[config.mk]
export PLATFORM = sky130hd
export DESIGN_NAME = coin_change_dispenser
export DESIGN_NICKNAME = d
export VERILOG_FILES = /design/src/rtl/coin_change_dispenser.sv
export SDC_FILE = /design/constraint.sdc
export NUM_CORES = 1
export LEC_CHECK = 0
export CAP_MARGIN = 30
export CELL_PAD_IN_SITES_DETAIL_PLACEMENT = 1
export CELL_PAD_IN_SITES_GLOBAL_PLACEMENT = 2
export CORE_ASPECT_RATIO = 0.8
export CORE_MARGIN = 2
export CORE_UTILIZATION = 28
export CTS_CLUSTER_DIAMETER = 150
export DETAILED_ROUTE_END_ITERATION = 6
export GPL_TIMING_DRIVEN = 0
export PLACE_DENSITY = 0.8
export SLEW_MARGIN = 25
export SYNTH_ARGS = -nofsm -noshare
export SYNTH_HDL_FRONTEND = slang
export SYNTH_SLANG_ARGS = --single-unit
[constraint.sdc]
create_clock -name clk -period 2.7 [get_ports clk]
set_clock_uncertainty 0.05 [all_clocks]
set_input_delay 0.54 -clock clk [delete_from_list [all_inputs] [get_ports clk]]
set_output_delay 0.54 -clock clk [all_outputs]
set_load 0.1 [all_outputs]
[src/rtl/coin_change_dispenser.sv]
// Coin-return stage: pays a latched balance out greedily, highest denomination
// first, one coin per hopper handshake, tracking per-denomination stock.
module coin_change_dispenser #(
    parameter int COIN0_VAL  = 100,
    parameter int COIN1_VAL  = 500,
    parameter int COIN2_VAL  = 1000,
    parameter int BAL_W      = 31,
    parameter int STOCK_W    = 8,
    parameter int STOCK_INIT = 10
) (
    input  logic             clk,
    input  logic             reset_n,
    input  logic             i_start,
    input  logic [BAL_W-1:0] i_balance,
    input  logic             i_ready,
    input  logic             i_refill,
    output logic [2:0]       o_return_coin,
    output logic             o_busy,
    output logic             o_done,
    output logic [BAL_W-1:0] o_remaining,
    output logic [2:0]       o_empty
);

    typedef enum logic [1:0] {IDLE, SELECT, ISSUE, DONE} state_t;

    localparam logic [BAL_W-1:0]   VAL0      = BAL_W'(COIN0_VAL);
    localparam logic [BAL_W-1:0]   VAL1      = BAL_W'(COIN1_VAL);
    localparam logic [BAL_W-1:0]   VAL2      = BAL_W'(COIN2_VAL);
    localparam logic [STOCK_W-1:0] STOCK_RST = STOCK_W'(STOCK_INIT);

    state_t             state_q, state_d;
    logic [BAL_W-1:0]   rem_q, rem_d;
    logic [BAL_W-1:0]   remaining_q, remaining_d;
    logic [1:0]         sel_q, sel_d;
    logic [STOCK_W-1:0] stock_q [3];
    logic [STOCK_W-1:0] stock_d [3];

    logic               pickFound;
    logic [1:0]         pick;
    logic [BAL_W-1:0]   selVal;

    always_ff @(posedge clk) begin
        if (!reset_n) begin
            state_q     <= IDLE;
            rem_q       <= '0;
            remaining_q <= '0;
            sel_q       <= '0;
            for (int k = 0; k < 3; k++) begin
                stock_q[k] <= STOCK_RST;
            end
        end else begin
            state_q     <= state_d;
            rem_q       <= rem_d;
            remaining_q <= remaining_d;
            sel_q       <= sel_d;
            for (int k = 0; k < 3; k++) begin
                stock_q[k] <= stock_d[k];
            end
        end
    end

    // Later matches override earlier ones, so the highest payable coin wins.
    always_comb begin
        pickFound = 1'b0;
        pick      = 2'd0;
        if (stock_q[0] != '0 && VAL0 <= rem_q) begin
            pickFound = 1'b1;
            pick      = 2'd0;
        end
        if (stock_q[1] != '0 && VAL1 <= rem_q) begin
            pickFound = 1'b1;
            pick      = 2'd1;
        end
        if (stock_q[2] != '0 && VAL2 <= rem_q) begin
            pickFound = 1'b1;
            pick      = 2'd2;
        end
    end

    always_comb begin
        case (sel_q)
            2'd2:    selVal = VAL2;
            2'd1:    selVal = VAL1;
            default: selVal = VAL0;
        endcase
    end

    always_comb begin
        state_d     = state_q;
        rem_d       = rem_q;
        remaining_d = remaining_q;
        sel_d       = sel_q;
        for (int k = 0; k < 3; k++) begin
            stock_d[k] = stock_q[k];
        end
        case (state_q)
            IDLE: begin
                if (i_start) begin
                    rem_d   = i_balance;
                    state_d = (i_balance == '0) ? DONE : SELECT;
                end
            end
            SELECT: begin
                if (pickFound) begin
                    sel_d   = pick;
                    state_d = ISSUE;
                end else begin
                    state_d = DONE;
                end
            end
            ISSUE: begin
                if (i_ready) begin
                    rem_d = rem_q - selVal;
                    for (int k = 0; k < 3; k++) begin
                        if (sel_q == 2'(k)) begin
                            stock_d[k] = stock_q[k] - 1'b1;
                        end
                    end
                    state_d = SELECT;
                end
            end
            DONE: begin
                remaining_d = rem_q;
                state_d     = IDLE;
            end
            default: state_d = IDLE;
        endcase
        // Refill overrides any decrement landing on the same edge.
        if (i_refill) begin
            for (int k = 0; k < 3; k++) begin
                stock_d[k] = STOCK_RST;
            end
        end
    end

    always_comb begin
        o_return_coin = (state_q == ISSUE) ? (3'b001 << sel_q) : 3'b000;
        o_busy        = (state_q != IDLE);
        o_done        = (state_q == DONE);
        o_remaining   = remaining_q;
        for (int k = 0; k < 3; k++) begin
            o_empty[k] = (stock_q[k] == '0);
        end
    end

endmodule
==> results.ini <==
[worst_setup_path]
endpoint_kind = flop
worstPathRequired_ns = 2.90
r2r.worst_path.cells = 11
crit_path_start_kind = flop
timing_worst_setup_path_type = flop to flop
setup.worst_path.end = rem_q[26]$_SDFFE_PN0P_
worst-path-max-fanout = 6
worst_r2r_endpoint = rem_q[26]$_SDFFE_PN0P_
startpoint = sel_q[0]$_SDFFE_PN0P_
r2r-start = sel_q[0]$_SDFFE_PN0P_
reg2reg_slack_ns = 0.09
timing.critical_path.arrival_ns = 2.80

[drt]
dr.max_layer_used = met4
dr.pass1.iters = 4
postRouteAntennaNets = 0
routed_wire_length_on_met2_um = 8240
vias_per_cell = 5.37
num_vias = 4835
drt_drc_violations_left = 0
route.met3.wl_um = 1210
final_wirelength_um = 17900
wl_per_cell_um = 19.8
drt_first_iter_violations = 295
drt-met1-wl_um = 8250

[place]
dpl.hpwl_um = 13400
place_congestion = 0.873
portBuffers = 74
placed_cells = 883

[floorplan]
floorplan.initialDensity_pct = 28.4
floorplan.io_pins = 75
floorplan.die.width_um = 148
die_area_um2 = 17700
placementRows = 42
coreArea_um2 = 16400
die_y_um = 119

[grt]
grt_use_total_pct = 20.5
antenna_found_initial = 0
gr-total-overflow = 0
grt_max_degree = 16
grt_pass1_vias = 5006
wire_length_of_the_first_global_routing_pass_um = 28000

[synthesis]
synth.area.mux_share_pct = 1.07
synth-warning-count = 0
synthCells = 589
yosysUniqueCellTypes = 61
synth_xor_xnor_area_share_pct = 3.95
synth_top_family_by_area = simple AND/OR/NAND/NOR gates
synth-adder-area-share_pct = 3.92
synth_area_per_cell_um2 = 7.91
synth_compound_gate_area_share_pct = 21.9
synthSimpleGateAreaFrac_pct = 26.1
ys_async_sr_fraction_pct = 0
ys_seq_elements = 90
synthesis.area_um2 = 4660
yosysSeqAreaShare_pct = 38.7
synth-main-ff-cell = dfxtp_1
syn-num-nets = 639
synth_enable_flop_cells = 0

[power_and_ir_drop]
power.share.sequential_pct = 39.9
pwr-share-comb_pct = 21.2
cell_int_power_mw = 2.51
leakagePower_nw = 2.10
power.switching_fraction_pct = 31.8
netSwitchingPower_mw = 1.17
power.total_mw = 3.68
power.share.clock_pct = 38.8
power_density_nw_per_um2 = 598
ir_worst_vdd_mv = 0.362

[finish]
antenna-diode-count = 0
synthToLayoutAreaGrowth_pct = 32.3
seq_area_um2 = 1810
area_used_by_multi_input_combinational_logic_um2 = 2790
num-fill-cells = 2001
num-nets-final = 726
share_of_final_layout_standard_cells_stronger_than_drive_strength_1_pct = 10.4
layoutNonFillerInstCount = 901

[sta]
min_period_over_period_pct = 96.5
timing.max_slew.rel_slack_pct = 34.4
timing_worst_slew_pin_value_ns = 0.980
final.min_clock_period_ns = 2.61
drv_slew = 0
fin_tns_setup_ns = 0
hold_violations = 0
fin_hold_ws_ns = 0.406
timing.fmax_mhz = 384
setup_viol_count_final = 0

[cts]
clk_latency_ns = 0.36
clk_pin_slew_worst_paths_ns = 0.07
ctsHoldBuffers = 0
cts_htree_levels = 3
cts_buffers = 9
clock_tree.root_cell = clkbuf_16
clk_path_buf_depth = 2
tritoncts = done
cts_sinks = 90

[min_path]
class_of_the_tightest_hold_or_removal_check = flop to flop

[flow_run]
drv_cap = 0

[outcome]
run_status = finished clean

-- routing by layer --
metal | global-route usage, % | vias to the layer above
met2 | 32.6 | 146
met1 | 28.6 | 2365
li1 | - | 2310
met5 | 0 | -
met4 | 4.40 | 0
met3 | 4.25 | 14
-- registers in the layout, summed over array words and instances, names as in the netlist --
| signal | flops |
|---|---|
| state_q | 2 |
| rem_q | 31 |
| o_remaining | 31 |
| sel_q | 2 |
| stock_q | 24 |
-- cell type report --
class / instances / area share, %
inverter: 14 / 0.934
sequential: 90 / 29.3
multi-input combinational: 448 / 45.2
buffer: 36 / 2.62
timing repair buffer: 77 / 12.2
clock buffer: 11 / 3.94
tap: 220 / 4.47
clock inverter: 5 / 1.38
-- what timing repair did --
| action | CTS | global route |
|---|---|---|
| resized for setup | 69 | 14 |
| gates cloned | 0 | 0 |
| buffers inserted | 2 | 1 |
| pin swaps | 6 | 4 |
| setup endpoints to repair | 27 | 18 |
-- cells in the mapped netlist, drive strengths merged, types with 13 or more instances --
cell type	n	area share, %
dfxtp	90	39
o21ai	24	2.6
a21oi	52	5.6
nand2	101	8.1
ha	13	3.5
nor3	30	3.3
nand3	13	1.4
nor2	53	4.3
inv	14	1.1
a211oi	13	2.1
xnor2	15	2.8
nor4	14	2.0
clkbuf	30	2.4
-- power by group through the flow --
stage	sequential (mW)	combinational, mW	clock, mW
finish	1.47	0.783	1.43
global route	1.48	0.844	1.49
CTS	1.47	0.759	1.45
detailed placement	1.49	0.716	0
global placement	1.49	0.699	0
floorplan	1.49	0.444	0
-- worst max-delay path, stage by stage (launching register included) --
cell	delay, ns
dfxtp_2	0.34
inv_4	0.08
ha_4	0.16
inv_4	0.05
ha_1	0.21
fa_2	0.38
nor2b_4	0.17
o2111ai_2	0.18
and4_1	0.36
a311o_1	0.38
o21ai_0	0.08
nor2_1	0.06
-- cell families (layout without fill, tap and decap cells) --
| group | count (synthesis) | count (layout) |
|---|---|---|
| flops | 90 | 90 |
| buf+inv | 51 | 143 |
| simple gates | 257 | 257 |
| fa+ha+maj | 14 | 14 |
| xor+xnor | 21 | 21 |
| mux | 5 | 5 |
| compound gates | 151 | 151 |
-- layout by cell type (no fill, tap or decap), drive strengths merged, types with 4 or more instances in the layout --
master         instances
nor2                  53
mux2i                  5
and2                   5
nor3                  30
o221ai                10
nor2b                  5
nand4                  4
nand2                101
nand3                 13
o22ai                  4
a311oi                 8
clkdlybuf4s50         66
inv                   16
a21oi                 52
buf                   17
xor2                   6
a211oi                13
or3                   10
nand2b                 5
xnor2                 15
o21ai                 24
ha                    13
o21a                   4
or2                    4
nor4                  14
a31oi                  4
dfxtp                 90
o211ai                 8
clkbuf                40
-- per-stage QoR --
step           cell area, um^2  worst slack (ns)  util, %
6_report                  6160            0.0947     37.6
5_1_grt                   6160          -0.00330     37.6
4_1_cts                   6140            0.0153     37.4
3_5_place_dp              5710            -0.822     34.8
3_3_place_gp              5710            -0.830     34.8
2_1_floorplan             4690            0.0483        -
-- worst min-delay path by stage --
stage	startpoint	to	slack, ns	depth (start not counted)
finish	o_remaining[14]$_SDFFE_PN0P_	o_remaining[14]$_SDFFE_PN0P_	0.41	2
detailed placement	o_remaining[16]$_SDFFE_PN0P_	o_remaining[16]$_SDFFE_PN0P_	0.40	2
global route	o_remaining[16]$_SDFFE_PN0P_	o_remaining[16]$_SDFFE_PN0P_	0.42	2
floorplan	rem_q[0]$_SDFFE_PN0P_	o_remaining[0]$_SDFFE_PN0P_	0.38	2
global placement	rem_q[1]$_SDFFE_PN0P_	o_remaining[1]$_SDFFE_PN0P_	0.39	2
CTS	o_remaining[16]$_SDFFE_PN0P_	o_remaining[16]$_SDFFE_PN0P_	0.41	2
Power figures use the tool's default switching activity.
